$ cat src/rtl/tick_debouncer.sv
// tick_debouncer: debounces one raw input using a periodic sample tick.
// A 4-state FSM (ZERO, WAIT1, ONE, WAIT0) requires the input to hold a new
// value for STABLE_TICKS consecutive ticks before the clean level follows.
// Optional feature macro: DEBOUNCE_SYNC_EN adds a 2-flop input synchroniser
// (2 clk of extra latency); without it sw must already be synchronous to clk.
module tick_debouncer #(
  parameter int STABLE_TICKS = 3,
  parameter int CW           = 4
) (
  input  logic clk,
  input  logic reset,     // synchronous, active-low
  input  logic tick,
  input  logic sw,
  output logic db_level,
  output logic db_rise,
  output logic db_fall,
  output logic busy
);

  // Reject an unusable tick count at elaboration time.
  if (STABLE_TICKS < 1 || STABLE_TICKS > (2 ** CW) - 1) begin : g_bad_stable_ticks
    $error("tick_debouncer: STABLE_TICKS must be in 1..(2**CW)-1");
  end

  localparam logic [1:0] ST_ZERO  = 2'd0;
  localparam logic [1:0] ST_WAIT1 = 2'd1;
  localparam logic [1:0] ST_ONE   = 2'd2;
  localparam logic [1:0] ST_WAIT0 = 2'd3;

  localparam logic [CW-1:0] CNT_LOAD = CW'(STABLE_TICKS);
  localparam logic [CW-1:0] CNT_ONE  = CW'(1);

  logic          s_in;
  logic [1:0]    state_q, state_d;
  logic [CW-1:0] cnt_q, cnt_d;
  logic          db_level_q, db_level_d;
  logic          db_rise_q, db_rise_d;
  logic          db_fall_q, db_fall_d;
  logic          busy_q, busy_d;

`ifdef DEBOUNCE_SYNC_EN
  logic sync1_q, sync2_q;

  // Two-flop synchroniser for the asynchronous raw input.
  always_ff @(posedge clk) begin
    if (!reset) begin
      sync1_q <= 1'b0;
      sync2_q <= 1'b0;
    end else begin
      sync1_q <= sw;
      sync2_q <= sync1_q;
    end
  end

  assign s_in = sync2_q;
`else
  assign s_in = sw;
`endif

  // Next-state logic: a reversal always beats a tick, and the entry cycle
  // into a WAIT state only loads the counter (a coincident tick is ignored).
  always_comb begin
    state_d = state_q;
    cnt_d   = cnt_q;
    case (state_q)
      ST_ZERO: begin
        if (s_in) begin
          state_d = ST_WAIT1;
          cnt_d   = CNT_LOAD;
        end
      end
      ST_WAIT1: begin
        if (!s_in) begin
          state_d = ST_ZERO;
        end else if (tick && cnt_q != '0) begin
          cnt_d = cnt_q - CNT_ONE;
          if (cnt_q == CNT_ONE) begin
            state_d = ST_ONE;
          end
        end
      end
      ST_ONE: begin
        if (!s_in) begin
          state_d = ST_WAIT0;
          cnt_d   = CNT_LOAD;
        end
      end
      ST_WAIT0: begin
        if (s_in) begin
          state_d = ST_ONE;
        end else if (tick && cnt_q != '0) begin
          cnt_d = cnt_q - CNT_ONE;
          if (cnt_q == CNT_ONE) begin
            state_d = ST_ZERO;
          end
        end
      end
      default: begin
        state_d = ST_ZERO;
        cnt_d   = '0;
      end
    endcase
  end

  // Output decode from the next state so every output is registered yet
  // changes on the same edge as the state; pulses only on completed waits.
  always_comb begin
    db_level_d = (state_d == ST_ONE) || (state_d == ST_WAIT0);
    busy_d     = (state_d == ST_WAIT1) || (state_d == ST_WAIT0);
    db_rise_d  = (state_q == ST_WAIT1) && (state_d == ST_ONE);
    db_fall_d  = (state_q == ST_WAIT0) && (state_d == ST_ZERO);
  end

  // State, counter and output registers; reset wins from any state.
  always_ff @(posedge clk) begin
    if (!reset) begin
      state_q    <= ST_ZERO;
      cnt_q      <= '0;
      db_level_q <= 1'b0;
      db_rise_q  <= 1'b0;
      db_fall_q  <= 1'b0;
      busy_q     <= 1'b0;
    end else begin
      state_q    <= state_d;
      cnt_q      <= cnt_d;
      db_level_q <= db_level_d;
      db_rise_q  <= db_rise_d;
      db_fall_q  <= db_fall_d;
      busy_q     <= busy_d;
    end
  end

  assign db_level = db_level_q;
  assign db_rise  = db_rise_q;
  assign db_fall  = db_fall_q;
  assign busy     = busy_q;

endmodule
$ cat config.mk
export PLATFORM = sky130hd
export DESIGN_NAME = tick_debouncer
export DESIGN_NICKNAME = d
export VERILOG_FILES = /design/src/rtl/tick_debouncer.sv
export SDC_FILE = /design/constraint.sdc
export NUM_CORES = 1
export LEC_CHECK = 0
export BUFFER_PORTS_ARGS = -buffer_cell sky130_fd_sc_hd__buf_2
export CAP_MARGIN = 25
export CORE_UTILIZATION = 30
export CTS_CLUSTER_SIZE = 16
export DETAILED_ROUTE_END_ITERATION = 16
export SYNTH_ARGS = -nofsm -noshare
export SYNTH_HDL_FRONTEND = slang
export SYNTH_SLANG_ARGS = --single-unit
$ cat constraint.sdc
create_clock -name clk -period 1.33 [get_ports clk]
set_input_delay 0.266 -clock clk [delete_from_list [all_inputs] [get_ports clk]]
set_output_delay 0.266 -clock clk [all_outputs]
set_load 0.01 [all_outputs]
==> key figures, run 1 <==
Logic synthesis
  • Netlist Area Pre-Place: 467 sq um
  • Number of enable-type register cells in the synthesized netlist: 0
  • Post-synth ARST share: 0%
  • Per-instance average area after synthesis: 9.93 sq um
  • Warnings, synthesis: 0
  • Main flop type after synthesis: sky130_fd_sc_hd__dfxtp_1
  • Flip-flop and latch count after synthesis: 9
  • Sequential fraction of the synthesis area: 38.6%
  • Distinct cells, synth: 27
  • Biggest area consumer among synthesized cells: sky130_fd_sc_hd__dfxtp_1
  • Instance count of the mapped netlist: 47
  • Synth area leaders: sky130_fd_sc_hd__dfxtp_1, sky130_fd_sc_hd__ha_1, sky130_fd_sc_hd__o221a_1, sky130_fd_sc_hd__and3b_1, sky130_fd_sc_hd__nand3_1
  • Syn nets: 54
  • Share of Yosys cell area claimed by the top area cell type: 38.6%

Setup path
  • Depth of the most critical reg-to-reg path: 5
  • Critical path class: reg2reg
  • Critical Path AT: 1.48 ns
  • Launch instance of the worst register-to-register path: cnt_q[1]$_SDFFE_PN0P_
  • Startpoint types: register
  • Critical path endpoint category: register
  • Max FO, Critical Path: 3
  • Startpoint of the worst setup timing path: cnt_q[1]$_SDFFE_PN0P_
  • Data required time of the worst path: 1.53 ns

Layout
  • Post-layout instance count excluding filler cells: 80
  • Area taken by multi-input logic gates: 318 sq um
  • Sequential cell area: 181 sq um
  • Most frequent standard cell in the layout excluding fill and tap cells: sky130_fd_sc_hd__dfxtp_1
  • Utilization after layout: 47.6%
  • Total of fill cells in the finished design: 141
  • Share of post-route cells with drive strength above 1: 44.6%
  • Syn-to-layout area delta: 39.4%
  • NumNets Final: 73
  • Count of inserted antenna diode cells: 0
  • Commonest non-fill, non-tap cells in the layout: sky130_fd_sc_hd__dfxtp_1, sky130_fd_sc_hd__buf_2, sky130_fd_sc_hd__buf_4

Detailed routing
  • Post-detailed-route count of antenna-violating nets: 0
  • Detailed Routing Iterations Pass 1: 4
  • Post-detailed-routing wire length: 1000 microns
  • Initial DRC count: 13
  • WL per Instance: 12.6 microns
  • Via count normalized by instance count: 5.25
  • Drt drc: 0
  • Vias: 420

Power
  • Power Dens Cells: 984 nW/um^2
  • Static leakage power: 0.269 nW
  • Worst ir drop on vdd: 0.546 mV
  • Clock Power Share: 32.5%
  • Relative contribution of sequential cells to total power: 45.7%
  • Sw frac: 26.1%
  • Power Internal: 0.473 mW
  • Combinational Power Share: 21.8%
  • Switching component of the power: 0.167 mW

Timing
  • Achievable Freq: 779 MHz
  • Hold Vio Cnt, Final: 0
  • # setup viols final: 0
  • Max Transition Viols Final: 0
  • Fin crit share: 96.6%
  • Least setup slack across all paths after layout: 0.0459 ns
  • Time the final worst path needs with I/O delays and setup: 1.28 ns
  • Worst rel slew slack: 73.9%
  • Measured slew at the worst slew-check pin: 0.386 ns
  • Worst Clk Skew: 0.00256 ns
  • Worst hold slack after final layout: 0.279 ns

Floorplanning
  • Std-Cell Rows: 13
  • Die height: 41.4 microns
  • Die W: 41.4 microns
  • Starting Density: 34.2%
  • Die footprint: 1720 sq um
  • Number of I/O pins: 8
  • Core Area: 1370 sq um

CTS
  • Total clock buffers created by CTS: 3
  • Clock tree from TritonCTS: built
  • Clock root cell: sky130_fd_sc_hd__clkbuf_4
  • Worst-Skew Late Latency: 0.26 ns
  • CTS Buffer Depth: 2
  • Cts-stage hold buffer count: 0
  • Clock input transition at the sequential cells of the worst setup and hold paths: 0.06 ns
  • Clock sinks: 9
  • Count of H-tree levels built during CTS: 1

GRT
  • Global route total overflow: 0
  • Initial antenna violation count: 0
  • Pin count of the biggest net entering global routing: 9
  • Global-route wire length before repair: 1620 microns
  • Total routing usage reported by global routing: 12.6%
  • Number of global-route vias before repair: 384

Placed design
  • GP Congestion: 0.796
  • Post-placement worst setup slack: -0.0277 ns
  • Total instance count after detailed placement: 74
  • Total half-perimeter wirelength after legalization and detailed placement: 691 microns
  • Port Buf Inserts: 7

Worst hold path
  • Min-delay src: sw
  • Worst Hold Class: in2reg
  • Hold Crit Depth: 2

Run status
  • Outcome: finished clean

Flow run
  • Count of max-cap constraint violations: 0
[kinds of logic after synthesis]
| family | count (synthesis) | share of synthesized area, % |
|---|---|---|
| fa+ha+maj | 3 | 8.04 |
| flops | 9 | 38.6 |
| buf+inv | 4 | 3.22 |
| compound gates | 10 | 18.0 |
| simple gates | 19 | 28.4 |
| xor+xnor | 2 | 3.75 |
[metal layers]
layer | share of wire, % | GRT usage (%)
met3 | 2.6 | 2.61
met1 | 48 | 14.3
met2 | 46 | 19.4
met5 | 0 | 0
met4 | 3.1 | 11.6
[worst paths after layout]
check                               end  slack [ns]
setup / recovery  cnt_q[0]$_SDFFE_PN0P_        0.05
hold / removal       db_fall$_SDFF_PN0_        0.28
setup reg to reg  cnt_q[0]$_SDFFE_PN0P_        0.05
hold reg to reg   cnt_q[2]$_SDFFE_PN0P_        0.54
[flip-flops by register name, indices dropped and copies added (netlist names)]
register  count
busy          1
db_rise       1
cnt_q         4
db_fall       1
state_q       2
[synthesized netlist by cell type (2+ instances only)]
| library cell | n |
|---|---|
| sky130_fd_sc_hd__a21oi_1 | 2 |
| sky130_fd_sc_hd__and3b_1 | 2 |
| sky130_fd_sc_hd__dfxtp_1 | 9 |
| sky130_fd_sc_hd__ha_1 | 3 |
| sky130_fd_sc_hd__inv_1 | 4 |
| sky130_fd_sc_hd__nand2_1 | 2 |
| sky130_fd_sc_hd__nand3_1 | 3 |
| sky130_fd_sc_hd__nor3_1 | 2 |
| sky130_fd_sc_hd__o221a_1 | 2 |
[metrics by stage]
stage               power [mW]  setup TNS, ns  cell area, sq um
floorplan                0.352              0               467
global placement         0.401              0               558
detailed placement       0.401        -0.0277               558
CTS                      0.617              0               602
global route             0.678        -0.0193               651
finish                   0.640              0               651
[power groups by stage]
stage | sequential (mW) | combinational (mW) | clock [mW]
detailed placement | 0.295 | 0.106 | 0
CTS | 0.289 | 0.112 | 0.216
floorplan | 0.297 | 0.0557 | 0
global route | 0.294 | 0.154 | 0.230
finish | 0.292 | 0.140 | 0.208
global placement | 0.294 | 0.107 | 0
[critical path, cell delays in order (launching register included)]
cell	delay, ns
sky130_fd_sc_hd__dfxtp_1	0.32
sky130_fd_sc_hd__inv_2	0.09
sky130_fd_sc_hd__ha_4	0.16
sky130_fd_sc_hd__or3b_4	0.38
sky130_fd_sc_hd__nand2_1	0.10
sky130_fd_sc_hd__o221a_1	0.17
[timing repair]
action,in CTS,in global routing
endpoints found under the setup margin,2,8
pin swaps,1,3
hold endpoints to repair,0,0
buffers inserted,2,0
resized for setup,1,12
[area by class of cell]
type	instances	share of cell area, %
multi-input combinational	34	48.8
sequential	9	27.9
timing repair buffer	14	14.0
clock buffer	4	4.04
tap	15	2.88
inverter	4	2.31
No activity file was read; power rests on OpenSTA's default activity.
==> run 2: changes to the inputs <==
Settings changed: CORE_AREA from default to 2 2 39 41, CORE_UTILIZATION 30 to default, DIE_AREA from default to 0 0 41 43.
==> run 2 against run 1 <==
  * Hold slack worse by 0.018 ns
  * First-iteration DRC count down 31%
  * Via count down 6.7%
  * Clock skew up 0.0027 ns
  * Clock power about the same
  * Global-route usage up 0.34 points
  * Sequential share of layout area up 1.6 points
  * Total power down 2.7%
  * Setup slack better by 0.0037 ns
  * Cell count unchanged
  * Sequential power about the same
  * Critical endpoint is now db_rise$_SDFF_PN0_
==> key figures, run 2 (synthesized netlist as in run 1, its figures left out) <==
GRT
  • Global route total overflow: 0
  • Initial antenna violation count: 0
  • Pin count of the biggest net entering global routing: 8
  • Total routing usage reported by global routing: 12.9%
  • Number of global-route vias before repair: 357
  • Global-route wire length before repair: 1520 microns

Power
  • Static leakage power: 0.257 nW
  • Power Dens Cells: 1000 nW/um^2
  • Worst ir drop on vdd: 0.548 mV

Detailed routing
  • Post-route met1 wirelength: 433 microns
  • Initial DRC count: 9
  • Post-detailed-route count of antenna-violating nets: 0
  • Detailed Routing Iterations Pass 1: 4
  • WL per Instance: 11.5 microns
  • Detailed route wirelength on metal2: 438 microns
  • DR top layer: met4
  • Routed length on met3: 33 microns
  • Drt drc: 0
  • Vias: 392
  • Post-detailed-routing wire length: 916 microns
  • Via count normalized by instance count: 4.90

Layout
  • Largest register FFs: 4
  • NumNets Final: 72
  • Post-layout instance count excluding filler cells: 80
  • Syn-to-layout area delta: 33.0%
  • Area taken by multi-input logic gates: 293 sq um
  • Share of post-route cells with drive strength above 1: 43.8%
  • Count of inserted antenna diode cells: 0
  • Commonest non-fill, non-tap cells in the layout: sky130_fd_sc_hd__dfxtp_1, sky130_fd_sc_hd__buf_2, sky130_fd_sc_hd__buf_4
  • Sequential cell area: 183 sq um
  • Utilization after layout: 44.8%
  • Biggest regs: cnt_q (4), state_q (2)
  • Total of fill cells in the finished design: 131
  • Largest reg by FF count: cnt_q

Timing
  • Worst Clk Skew: 0.00527 ns
  • Worst rel slew slack: 68.1%
  • Measured slew at the worst slew-check pin: 0.476 ns
  • Hold Vio Cnt, Final: 0
  • # setup viols final: 0
  • Time the final worst path needs with I/O delays and setup: 1.28 ns
  • Max Transition Viols Final: 0
  • Fin crit share: 96.3%
  • Achievable Freq: 781 MHz

Floorplanning
  • Die W: 41 microns
  • Die height: 43 microns
  • Std-Cell Rows: 14
  • Number of I/O pins: 8
  • Die footprint: 1760 sq um
  • Core Area: 1380 sq um
  • Starting Density: 33.7%

CTS
  • Count of H-tree levels built during CTS: 1
  • Clock tree from TritonCTS: built
  • Clock root cell: sky130_fd_sc_hd__clkbuf_4
  • Clock sinks: 9
  • Total clock buffers created by CTS: 3
  • Worst-Skew Late Latency: 0.26 ns
  • CTS Buffer Depth: 2
  • Clock input transition at the sequential cells of the worst setup and hold paths: 0.06 ns

Placed design
  • Total instance count after detailed placement: 75
  • Total half-perimeter wirelength after legalization and detailed placement: 688 microns
  • GP Congestion: 0.793
  • Port Buf Inserts: 7

Setup path
  • Cell with the largest stage delay on the worst path: sky130_fd_sc_hd__dfxtp_2
  • Critical Path AT: 1.43 ns
  • Startpoint types: register
  • CP Cell Sequence: buf_6 -> ha_2 -> and3b_2 -> and2_4 -> and4_1
  • Max FO, Critical Path: 4
  • Buffers and inverters on the worst path: 1
  • Data required time of the worst path: 1.48 ns
  • Critical path endpoint category: register
  • Critical path class: reg2reg
  • Delay of the slowest critical-path stage: 0.33 ns
  • Cell class contributing the biggest share of worst-path delay: simple AND/OR/NAND/NOR gates

Flow run
  • Count of max-cap constraint violations: 0

Run status
  • Outcome: finished clean

Worst hold path
  • Worst Hold Class: in2reg
## run 2: area by class of cell
cell class                 instances  area share, %
clock buffer                       4           4.23
inverter                           4           2.42
multi-input combinational         34           47.2
sequential                         9           29.4
tap                               16           3.23
timing repair buffer              13           13.5
## run 2: layer usage
layer / vias to the layer above / track usage (%)
li1: 207 / -
met1: 177 / 17.9
met2: 6 / 17.2
met3: 2 / 3.14
met4: 0 / 8.00
met5: - / 0
## run 2: through the flow
stage	hold WS, ns	worst slack (ns)	cell area (sq um)	power, mW	TNS [ns]
5_1_grt	0.262	-0.00259	621	0.664	-0.00304
2_1_floorplan	0.340	0.0207	467	0.352	0
6_report	0.261	0.0496	621	0.623	0
3_3_place_gp	0.525	0.00943	559	0.401	0
4_1_cts	0.252	0.00962	598	0.618	0
3_5_place_dp	0.526	-0.0375	559	0.400	-0.0740
## run 2: power by group
| part | leakage [nW] | total (mW) | internal, mW | switching [mW] |
|---|---|---|---|---|
| Clock | 0.0150 | 0.208 | 0.115 | 0.0921 |
| Combinational | 0.168 | 0.126 | 0.0676 | 0.0581 |
| Sequential | 0.0741 | 0.290 | 0.282 | 0.00790 |
| Total | 0.257 | 0.623 | 0.465 | 0.158 |
## run 2: what timing repair did
item / CTS / global route
resized for setup: 2 / 9
setup endpoints to repair: 4 / 7
pin swaps: 2 / 0
setup buffers: 1 / 0
hold buffers: 0 / 0
## run 2: path summary, 6_finish.rpt
| check | startpoint | slack, ns | cells past startpoint | end |
|---|---|---|---|---|
| min reg2reg | cnt_q[2]$_SDFFE_PN0P_ | 0.54 | 2 | cnt_q[2]$_SDFFE_PN0P_ |
| max reg2reg | cnt_q[0]$_SDFFE_PN0P_ | 0.05 | 5 | db_rise$_SDFF_PN0_ |
| max | cnt_q[0]$_SDFFE_PN0P_ | 0.05 | 5 | db_rise$_SDFF_PN0_ |
| min | sw | 0.26 | 2 | db_fall$_SDFF_PN0_ |
